$ cat config.mk
export PLATFORM = sky130hd
export DESIGN_NAME = lcd_fill_sequencer
export DESIGN_NICKNAME = d
export VERILOG_FILES = /design/src/rtl/lcd_pkg.sv /design/src/rtl/lcd_rect_counter.sv /design/src/rtl/lcd_fill_sequencer.sv
export SDC_FILE = /design/constraint.sdc
export NUM_CORES = 1
export LEC_CHECK = 0
export BUFFER_PORTS_ARGS = -buffer_cell sky130_fd_sc_hd__buf_2
export CORE_AREA = 2 2 102 104
export DETAILED_ROUTE_END_ITERATION = 6
export DIE_AREA = 0 0 104 106
export GPL_TIMING_DRIVEN = 0
export PLACE_DENSITY = 0.75
export SYNTH_ARGS = -nofsm -noshare
export SYNTH_HDL_FRONTEND = slang
export SYNTH_SLANG_ARGS = --single-unit
$ cat constraint.sdc
create_clock -name clk -period 2.45 [get_ports clk]
set_input_delay 0.245 -clock clk [delete_from_list [all_inputs] [get_ports clk]]
set_output_delay 0.245 -clock clk [all_outputs]
set_load 0.01 [all_outputs]
$ cat src/rtl/lcd_pkg.sv
// lcd_pkg: shared constants, FSM state encoding and the byte-selection helper
// for the LCD rectangle-fill sequencer.
//   CMD_CASET / CMD_PASET / CMD_RAMWR : controller command opcodes
//   DEFAULT_COLS / DEFAULT_ROWS       : default panel geometry (240 x 320)
//   state_t                           : sequencer FSM states
//   byte_for()                        : {dc, data} presented in a given state
package lcd_pkg;

    localparam logic [7:0] CMD_CASET = 8'h2A;
    localparam logic [7:0] CMD_PASET = 8'h2B;
    localparam logic [7:0] CMD_RAMWR = 8'h2C;

    localparam int DEFAULT_COLS = 240;
    localparam int DEFAULT_ROWS = 320;

    typedef enum logic [2:0] {
        ST_IDLE,
        ST_CASET_CMD,
        ST_CASET_DAT,
        ST_PASET_CMD,
        ST_PASET_DAT,
        ST_RAMWR_CMD,
        ST_PIX_HI,
        ST_PIX_LO
    } state_t;

    // Address window bytes: start then end, each zero-extended to 16 bits, MSB first.
    function automatic logic [7:0] coord_byte(input logic [8:0] lo, input logic [8:0] hi,
                                              input logic [1:0] idx);
        case (idx)
            2'd0:    coord_byte = {7'b0, lo[8]};
            2'd1:    coord_byte = lo[7:0];
            2'd2:    coord_byte = {7'b0, hi[8]};
            default: coord_byte = hi[7:0];
        endcase
    endfunction

    // Returns {dc, data}; dc=0 for commands, 1 for parameters and pixels.
    function automatic logic [8:0] byte_for(input state_t st, input logic [1:0] idx,
                                            input logic [8:0] x0, input logic [8:0] x1,
                                            input logic [8:0] y0, input logic [8:0] y1,
                                            input logic [15:0] color);
        case (st)
            ST_CASET_CMD: byte_for = {1'b0, CMD_CASET};
            ST_CASET_DAT: byte_for = {1'b1, coord_byte(x0, x1, idx)};
            ST_PASET_CMD: byte_for = {1'b0, CMD_PASET};
            ST_PASET_DAT: byte_for = {1'b1, coord_byte(y0, y1, idx)};
            ST_RAMWR_CMD: byte_for = {1'b0, CMD_RAMWR};
            ST_PIX_HI:    byte_for = {1'b1, color[15:8]};
            ST_PIX_LO:    byte_for = {1'b1, color[7:0]};
            default:      byte_for = 9'h000;
        endcase
    endfunction

endpackage

$ cat src/rtl/lcd_rect_counter.sv
// lcd_rect_counter: walks a rectangle column-first, row-second.
//   clk, rst            : clock, asynchronous active-high reset
//   load_i              : start a new rectangle at (load_col_i, load_row_i)
//   step_i              : advance to the next pixel
//   col_first_i         : column reloaded on wrap
//   col_last_i          : last column of the rectangle
//   row_last_i          : last row of the rectangle
//   last_o              : current pixel is the final one
module lcd_rect_counter (
    input  logic       clk,
    input  logic       rst,
    input  logic       load_i,
    input  logic [8:0] load_col_i,
    input  logic [8:0] load_row_i,
    input  logic       step_i,
    input  logic [8:0] col_first_i,
    input  logic [8:0] col_last_i,
    input  logic [8:0] row_last_i,
    output logic       last_o
);

    logic [8:0] col_q;
    logic [8:0] row_q;

    always_ff @(posedge clk or posedge rst) begin
        if (rst) begin
            col_q <= '0;
            row_q <= '0;
        end else if (load_i) begin
            col_q <= load_col_i;
            row_q <= load_row_i;
        end else if (step_i) begin
            if (col_q < col_last_i) begin
                col_q <= col_q + 9'd1;
            end else begin
                col_q <= col_first_i;
                row_q <= row_q + 9'd1;
            end
        end
    end

    assign last_o = (col_q == col_last_i) && (row_q == row_last_i);

endmodule

$ cat src/rtl/lcd_fill_sequencer.sv
// lcd_fill_sequencer: turns a rectangle-fill request into the LCD byte stream
// CASET(x0,x1), PASET(y0,y1), RAMWR, then one RGB565 colour per pixel.
//   clk, rst                 : clock, asynchronous active-high reset
//   en                       : byte-rate enable; bytes are consumed only when en=1
//   req_valid / req_ready    : request handshake (ready only while idle)
//   x0,x1,y0,y1,color        : inclusive rectangle and fill colour
//   byte_start/data/dc       : pending byte for the SPI byte engine
//   byte_done                : engine finished the pending byte
//   busy                     : fill in progress
//   err                      : one-cycle pulse after a rejected request
module lcd_fill_sequencer
    import lcd_pkg::*;
#(
    parameter int COLS = DEFAULT_COLS,
    parameter int ROWS = DEFAULT_ROWS
) (
    input  logic        clk,
    input  logic        rst,
    input  logic        en,
    input  logic        req_valid,
    output logic        req_ready,
    input  logic [8:0]  x0,
    input  logic [8:0]  x1,
    input  logic [8:0]  y0,
    input  logic [8:0]  y1,
    input  logic [15:0] color,
    output logic        byte_start,
    output logic [7:0]  byte_data,
    output logic        byte_dc,
    input  logic        byte_done,
    output logic        busy,
    output logic        err
);

    localparam logic [9:0] COLS_LIM = 10'(COLS);
    localparam logic [9:0] ROWS_LIM = 10'(ROWS);

    state_t      state_q, state_d;
    logic [1:0]  idx_q, idx_d;
    logic [8:0]  x0_q, x1_q, y0_q, y1_q;
    logic [15:0] color_q;
    logic [7:0]  byte_data_q;
    logic        byte_dc_q;
    logic        err_q, err_d;
    logic [8:0]  byte_next;

    logic accept;
    logic req_ok;
    logic consume;
    logic cnt_load;
    logic cnt_step;
    logic last_pix;

    assign req_ok  = (x0 <= x1) && (y0 <= y1) &&
                     ({1'b0, x1} < COLS_LIM) && ({1'b0, y1} < ROWS_LIM);
    assign consume = en && byte_done && (state_q != ST_IDLE);

    always_comb begin
        state_d  = state_q;
        idx_d    = idx_q;
        err_d    = 1'b0;
        accept   = 1'b0;
        cnt_load = 1'b0;
        cnt_step = 1'b0;
        case (state_q)
            ST_IDLE: begin
                if (req_valid) begin
                    accept = 1'b1;
                    if (req_ok) begin
                        state_d  = ST_CASET_CMD;
                        cnt_load = 1'b1;
                    end else begin
                        err_d = 1'b1;
                    end
                end
            end
            ST_CASET_CMD: if (consume) begin
                state_d = ST_CASET_DAT;
                idx_d   = 2'd0;
            end
            // idx wraps 3 -> 0 on the last parameter byte, ready for the next window.
            ST_CASET_DAT: if (consume) begin
                idx_d = idx_q + 2'd1;
                if (idx_q == 2'd3) state_d = ST_PASET_CMD;
            end
            ST_PASET_CMD: if (consume) begin
                state_d = ST_PASET_DAT;
                idx_d   = 2'd0;
            end
            ST_PASET_DAT: if (consume) begin
                idx_d = idx_q + 2'd1;
                if (idx_q == 2'd3) state_d = ST_RAMWR_CMD;
            end
            ST_RAMWR_CMD: if (consume) state_d = ST_PIX_HI;
            ST_PIX_HI:    if (consume) state_d = ST_PIX_LO;
            ST_PIX_LO: if (consume) begin
                cnt_step = 1'b1;
                state_d  = last_pix ? ST_IDLE : ST_PIX_HI;
            end
            default: state_d = ST_IDLE;
        endcase
    end

    // The byte for the next state is registered, so outputs stay put until consumed.
    // Coordinates are only read in _DAT states, by which time they are registered.
    assign byte_next = byte_for(state_d, idx_d, x0_q, x1_q, y0_q, y1_q, color_q);

    always_ff @(posedge clk or posedge rst) begin
        if (rst) begin
            state_q     <= ST_IDLE;
            idx_q       <= '0;
            x0_q        <= '0;
            x1_q        <= '0;
            y0_q        <= '0;
            y1_q        <= '0;
            color_q     <= '0;
            byte_data_q <= '0;
            byte_dc_q   <= 1'b0;
            err_q       <= 1'b0;
        end else begin
            state_q     <= state_d;
            idx_q       <= idx_d;
            err_q       <= err_d;
            byte_dc_q   <= byte_next[8];
            byte_data_q <= byte_next[7:0];
            if (accept) begin
                x0_q    <= x0;
                x1_q    <= x1;
                y0_q    <= y0;
                y1_q    <= y1;
                color_q <= color;
            end
        end
    end

    lcd_rect_counter u_rect (
        .clk         (clk),
        .rst         (rst),
        .load_i      (cnt_load),
        .load_col_i  (x0),
        .load_row_i  (y0),
        .step_i      (cnt_step),
        .col_first_i (x0_q),
        .col_last_i  (x1_q),
        .row_last_i  (y1_q),
        .last_o      (last_pix)
    );

    assign req_ready  = (state_q == ST_IDLE);
    assign busy       = (state_q != ST_IDLE);
    assign byte_start = (state_q != ST_IDLE);
    assign byte_data  = byte_data_q;
    assign byte_dc    = byte_dc_q;
    assign err        = err_q;

endmodule

==> flow_metrics.tcl, run 1 <==
set metrics [dict create \
    antenna_found_initial 0 \
    synthTopCellsByCount "nand2_1, dfrtp_1, o21ai_0" \
    first_iter_violations 498 \
    synth_edf_count 0 \
    dieWidth_um 104 \
    postRouteAntennaNets 0 \
    layout.nets 788 \
    synth_nets 678 \
    cts.path.max_buffers 2 \
    n_antenna_cell 0 \
    final.min_clock_period_ns 2.517 \
    dr.pass1.iters 6 \
    finalSetupViolCount 4 \
    yosys_most_used_dff "dfrtp_1" \
    async_reset_ff_share_pct 100.0 \
    max_freq_mhz 397.3 \
    worst_pin_slew_ns 0.7527 \
    whs_ns 0.05315 \
    synth.area.top_cells "dfrtp_1, nand2_1, ha_1" \
    ys.warnings.count 0 \
    max_cap_violations 0 \
    gp_congestion 0.9058 \
    synth_adder_area_share_pct 7.829 \
    setup_ws_ns -0.06700 \
    grt.overflow.total 0 \
    hold_class "primary input to flop" \
    cts_buffers 9 \
    outcome "finished with violations" \
    area_growth_pct 27.47 \
    yosys.area.top_type "dfrtp_1" \
    wl_um 15550 \
    synth_top_area_share_pct 41.85 \
    maxSlewViolCount 0 \
    power_density_mw_per_mm2 1232 \
    synth-simple-area-share_pct 20.68 \
    synthDistinctLibCells 57 \
    post-route-cell-area_mm2 0.006479 \
    portBuffers 69 \
    p_leak_nw 3.056 \
    synth_top_family_by_area "simple AND/OR/NAND/NOR gates" \
    root_buffer "clkbuf_8" \
    core_mm2 0.01000 \
    ctsHtreeMaxLevel 3 \
    grt_pass1_wl_um 23910 \
    start_kind "flop" \
    period_share_pct 102.7 \
    row_count 37 \
    viasPerCell 5.809 \
    critPathRequiredTime_ns 2.77 \
    arrival_ns 2.83 \
    syn_area_mm2 0.005082 \
    skew_ns 0.01198 \
    synthMuxAreaShare_pct 4.776 \
    start_util_pct 50.83 \
    p_total_mw 7.985 \
    yosysMostFrequentCell "nand2_1" \
    crit_fanout 4 \
    synth_xor_area_share_pct 4.308 \
    grt_max_degree 63 \
    pin_count 70 \
    drc 0 \
    rsz0062_at_grt "true" \
    hold_viol_final 0 \
    avgRoutedWirePerCell_um 18.49 \
    clock_sinks 85 \
    place_area_mm2 0.005638 \
    violations "setup timing" \
    cts_tree "yes" \
    dr_total_vias 4885 \
    ys_ff_latch 85 \
    setup.worst_path.end_class "flop" \
    grt_pass1_vias 4793 \
    avgSynthCellArea_um2 8.614 \
    synth-compound-area-share_pct 14.23 \
    detailed_place_hpwl_um 10620 \
    die-area_mm2 0.01102 \
    die_y_um 106 \
    clk_pin_slew_worst_paths_ns 0.10 \
    ys_seq_area_share_pct 41.85 \
    ir_drop_uv 472.7 \
    track_usage_pct 27.62 \
    insertion_delay_ns 0.37 \
    n_fill_cell 799 \
    worstSetupPathType "flop to flop" \
    maxSlewHeadroom_pct 49.82 \
    drive_above_1_share_pct 27.80 \
    syn-instance-count 590 \
]
[per-layer routing]
metal  routed length (µm)  vias up  track usage, %
met5                    0        -               0
met4                  658        0           14.38
met3                 1123       66           3.801
met2                 7381      249           45.30
met1                 6390     2344           35.90
li1                     -     2226               -
[layout make-up]
cell class | instances | area [µm²] | share of cell area, %
multi-input combinational | 434 | 2969 | 45.83
sequential | 85 | 2128 | 32.85
timing repair buffer | 103 | 668.1 | 10.31
buffer | 27 | 198.9 | 3.071
tap | 136 | 170.2 | 2.626
inverter | 40 | 152.6 | 2.356
clock buffer | 10 | 137.6 | 2.124
clock inverter | 6 | 53.80 | 0.8304
[final timing paths]
path | start | slack (ns) | cells past startpoint | endpoint
min in group asynchronous | rst | 0.38 | 3 | x0_q[2]
worst max-delay path | u_rect.col_q[2] | -0.07 | 8 | byte_data[2]
worst max register to register | u_rect.col_q[2] | -0.07 | 8 | byte_data[2]
max in group asynchronous | rst | 1.45 | 4 | y1_q[3]
worst min register to register | y0_q[5] | 0.49 | 2 | y0_q[5]
worst min-delay path | color[12] | 0.05 | 3 | color_q[12]
[report_power, final]
part           leakage [nW]  switching (mW)  internal [mW]
clock network        0.0958           0.580          0.416
registers              1.05           0.599           2.08
logic                  1.91            2.32           2.00
[worst max-delay path, stage by stage, from the launching register on]
cell and delay [ns]:
dfrtp_2 0.45, ha_4 0.28, nand3_2 0.06, or4_4 0.57, o31ai_4 0.24, a31oi_4 0.15, or3_1 0.38, a211oi_2 0.20
or3_1 0.14
[registers in the layout, indices dropped and copies added (netlist names), 8 cells and up]
name,count
byte_data,8
color_q,16
u_rect.col_q,9
u_rect.row_q,9
x0_q,9
x1_q,9
y0_q,9
y1_q,9
[kinds of logic after synthesis]
family,after synthesis
xor+xnor,25
simple gates,242
fa+ha+maj,32
mux,24
buf+inv,71
compound gates,111
flops,85
[cell usage in the layout (no fill, tap or decap), types with 4 or more instances in the layout]
cell type | synthesis | final
nand4_1 | 10 | 10
buf_2 | 9 | 72
o211ai_1 | 12 | 12
nand3_1 | 27 | 22
mux2i_1 | 22 | 15
nor3_1 | 7 | 4
clkbuf_8 | 3 | 13
clkbuf_1 | 15 | 12
inv_1 | 40 | 34
inv_2 | 0 | 5
a211oi_1 | 6 | 4
o21ai_0 | 42 | 40
nand2_1 | 158 | 155
nor2_1 | 16 | 13
xor2_1 | 4 | 4
dfrtp_1 | 85 | 84
a21oi_2 | 1 | 4
mux2i_4 | 0 | 4
ha_1 | 31 | 27
xnor2_1 | 21 | 21
ha_4 | 0 | 4
buf_4 | 2 | 31
a21oi_1 | 20 | 16
buf_6 | 0 | 4
[metrics by stage]
stage                     util (%)  setup TNS (ns)  cells  setup WS, ns
final                        64.79        -0.08930    841      -0.06700
after CTS                    61.10       -0.002256    827     -0.002256
after floorplan                  -               0    590      0.007017
after detailed placement     56.38          -14.80    796       -0.6973
after global routing         64.79         -0.3876    841       -0.1230
after global placement       56.08          -94.98    795       -0.9551
[what timing repair did]
action | 4_1_cts | 5_1_grt
hold endpoints to repair | 23 | 0
cloned | 0 | 1
hold buffers | 1 | 0
buffers inserted | 17 | 14
pin swaps | 11 | 14
gates resized for setup | 36 | 55
setup endpoints to repair | 35 | 29
Power figures use the tool's default switching activity.
==> run 2: changes to the inputs <==
- CELL_PAD_IN_SITES_DETAIL_PLACEMENT: not set -> 1
- CELL_PAD_IN_SITES_GLOBAL_PLACEMENT: not set -> 2
- CORE_AREA: 2 2 102 104 -> 2 2 130 132
- DIE_AREA: 0 0 104 106 -> 0 0 132 134
- PLACE_DENSITY: 0.75 -> not set
- PLACE_DENSITY_LB_ADDON: not set -> 0.1
==> run 2 against run 1 <==
The flow still finishes with violations (setup timing). Die area increased by 60%. Combinational power decreased by 1%. Routed wire length increased by 15%. Power increased by 6.5%. Clock power increased by 57%. Clock-buffer cell count unchanged.
==> flow_metrics.tcl, run 2 (same netlist as run 1, synthesis figures left out) <==
set metrics [dict create \
    outcome "finished with violations" \
    violations "setup timing" \
    antenna_found_initial 0 \
    setup.worst_path.end_class "flop" \
    period_share_pct 105.5 \
    skew_ns 0.007400 \
    final_common_cell "nand2_1" \
    max_freq_mhz 387.0 \
    rsz0062_at_grt "true" \
    pin_count 70 \
    viasPerCell 5.032 \
    cpMostUsedCell "nand3_2" \
    cp_slowest_cell "a222oi_1" \
    postRouteAntennaNets 0 \
    avgRoutedWirePerCell_um 19.33 \
    grt_pass1_wl_um 27730 \
    final.min_clock_period_ns 2.584 \
    insertion_delay_ns 0.35 \
    setup_ws_ns -0.1339 \
    largest_register_ffs 16 \
    n_antenna_cell 0 \
    row_count 47 \
    ctsHtreeMaxLevel 3 \
    cpPeakStageDelay_ns 0.44 \
    clock_sinks 85 \
    root_buffer "clkbuf_16" \
    cts.path.max_buffers 2 \
    p_total_mw 8.508 \
    dr_total_vias 4655 \
    grt.overflow.total 0 \
    max_cap_violations 0 \
    clk_pin_slew_worst_paths_ns 0.07 \
    dr.pass1.iters 4 \
    grt_max_degree 55 \
    drive_above_1_share_pct 28.94 \
    regMostFlops "color_q" \
    portBuffers 69 \
    power_density_mw_per_mm2 1268 \
    critPathRequiredTime_ns 2.68 \
    layout.nets 788 \
    track_usage_pct 20.77 \
    cp_cell_sequence "ha_1, nand3_2, o31ai_2, a222oi_1, buf_4, buf_12, mux2_4, nand3_2, a21oi_2, a2111o_1" \
    start_kind "flop" \
    maxSlewHeadroom_pct 51.99 \
    ir_drop_uv 418.4 \
    core_mm2 0.01629 \
    crit_fanout 5 \
    drc 0 \
    arrival_ns 2.81 \
    maxSlewViolCount 0 \
    first_iter_violations 227 \
    wl_um 17880 \
    worstSetupPathType "flop to flop" \
    die-area_mm2 0.01769 \
    hold_class "primary input to flop" \
    p_leak_nw 3.098 \
    pre_cts_ws_ns -0.9112 \
    area_growth_pct 32.03 \
    layout_common_cells "nand2_1, dfrtp_1, buf_2, o21ai_0, buf_4" \
    cts_buffers 9 \
    dieWidth_um 132 \
    worst_pin_slew_ns 0.7201 \
    cts_tree "yes" \
    finalSetupViolCount 4 \
    hold_viol_final 0 \
    detailed_place_hpwl_um 13490 \
    grt_pass1_vias 4875 \
    gp_congestion 0.8278 \
    start_util_pct 31.20 \
    die_y_um 134 \
]
## run 2: cell count changes in the layout (fill, tap and decap cells not counted), moves of 3 or more
cell       previous run  this run
buf_4                31        35
clkbuf_16             1         9
clkbuf_8             13         4
dfrtp_1              84        81
dfrtp_2               1         4
nor3_2                0         3
## run 2: area by class of cell
cell class              count  area [µm²]
fillers                  1938        9579
well taps                 220       275.3
multi-input cells         434        2972
flip-flops and latches     85        2132
clock buffers              10       239.0
plain buffers              27       188.9
clock inverters             6       93.84
inverters                  40       157.7
repair buffers            103       651.9
## run 2: worst paths after layout
kind	startpoint	end	depth (start not counted)	slack (ns)
worst max-delay path	idx_q[0]	byte_data[5]	10	-0.13
worst min-delay path	color[15]	color_q[15]	3	0.08
worst max register to register	idx_q[0]	byte_data[5]	10	-0.13
worst min register to register	color_q[14]	color_q[14]	2	0.48
max in group asynchronous	rst	u_rect.col_q[6]	4	1.33
min in group asynchronous	rst	x1_q[3]	3	0.45
## run 2: critical path, delay by kind of cell (launching register included)
family / cells / cell delay (ns)
AOI/OAI and AO/OA: 4 / 0.92
DFF: 1 / 0.38
and+or+nand+nor: 2 / 0.17
adders and majority gates: 1 / 0.32
buffers and inverters: 2 / 0.34
muxes: 1 / 0.32
## run 2: report_power, final
group	internal (mW)	switching [mW]	total, mW
sequential	2.09	0.601	2.69
clock	0.931	0.632	1.56
combinational	1.95	2.31	4.26
total	4.97	3.54	8.51
## run 2: through the flow
| stage | hold slack [ns] | cell area, µm² | instances | utilization [%] | setup TNS [ns] |
|---|---|---|---|---|---|
| final | 0.08257 | 6710 | 925 | 41.19 | -0.3973 |
| after global routing | 0.08656 | 6710 | 925 | 41.19 | -1.117 |
| after CTS | 0.07743 | 6432 | 913 | 39.49 | -0.5637 |
| after detailed placement | 0.2926 | 5743 | 880 | 35.26 | -22.63 |
| after global placement | 0.4399 | 5713 | 879 | 35.07 | -132.96 |
| after floorplan | 0.3504 | 5092 | 590 | - | 0 |
## run 2: timing repair
item | in CTS | in global routing
pin swaps | 15 | 22
resized for setup | 46 | 50
endpoints found under the hold margin | 31 | 0
buffers inserted | 23 | 12
hold buffers | 1 | 0
gates cloned | 0 | 0
endpoints found under the setup margin | 51 | 39
## run 2: layer usage
| metal | part of all wire (%) | up-vias | wire (µm) | global-route usage (%) |
|---|---|---|---|---|
| li1 | - | 2232 | - | - |
| met1 | 48 | 2323 | 8560 | 28.46 |
| met2 | 48 | 80 | 8559 | 34.17 |
| met3 | 2.5 | 20 | 455 | 2.343 |
| met4 | 1.7 | 0 | 308 | 7.186 |
| met5 | 0 | - | 0 | 0 |
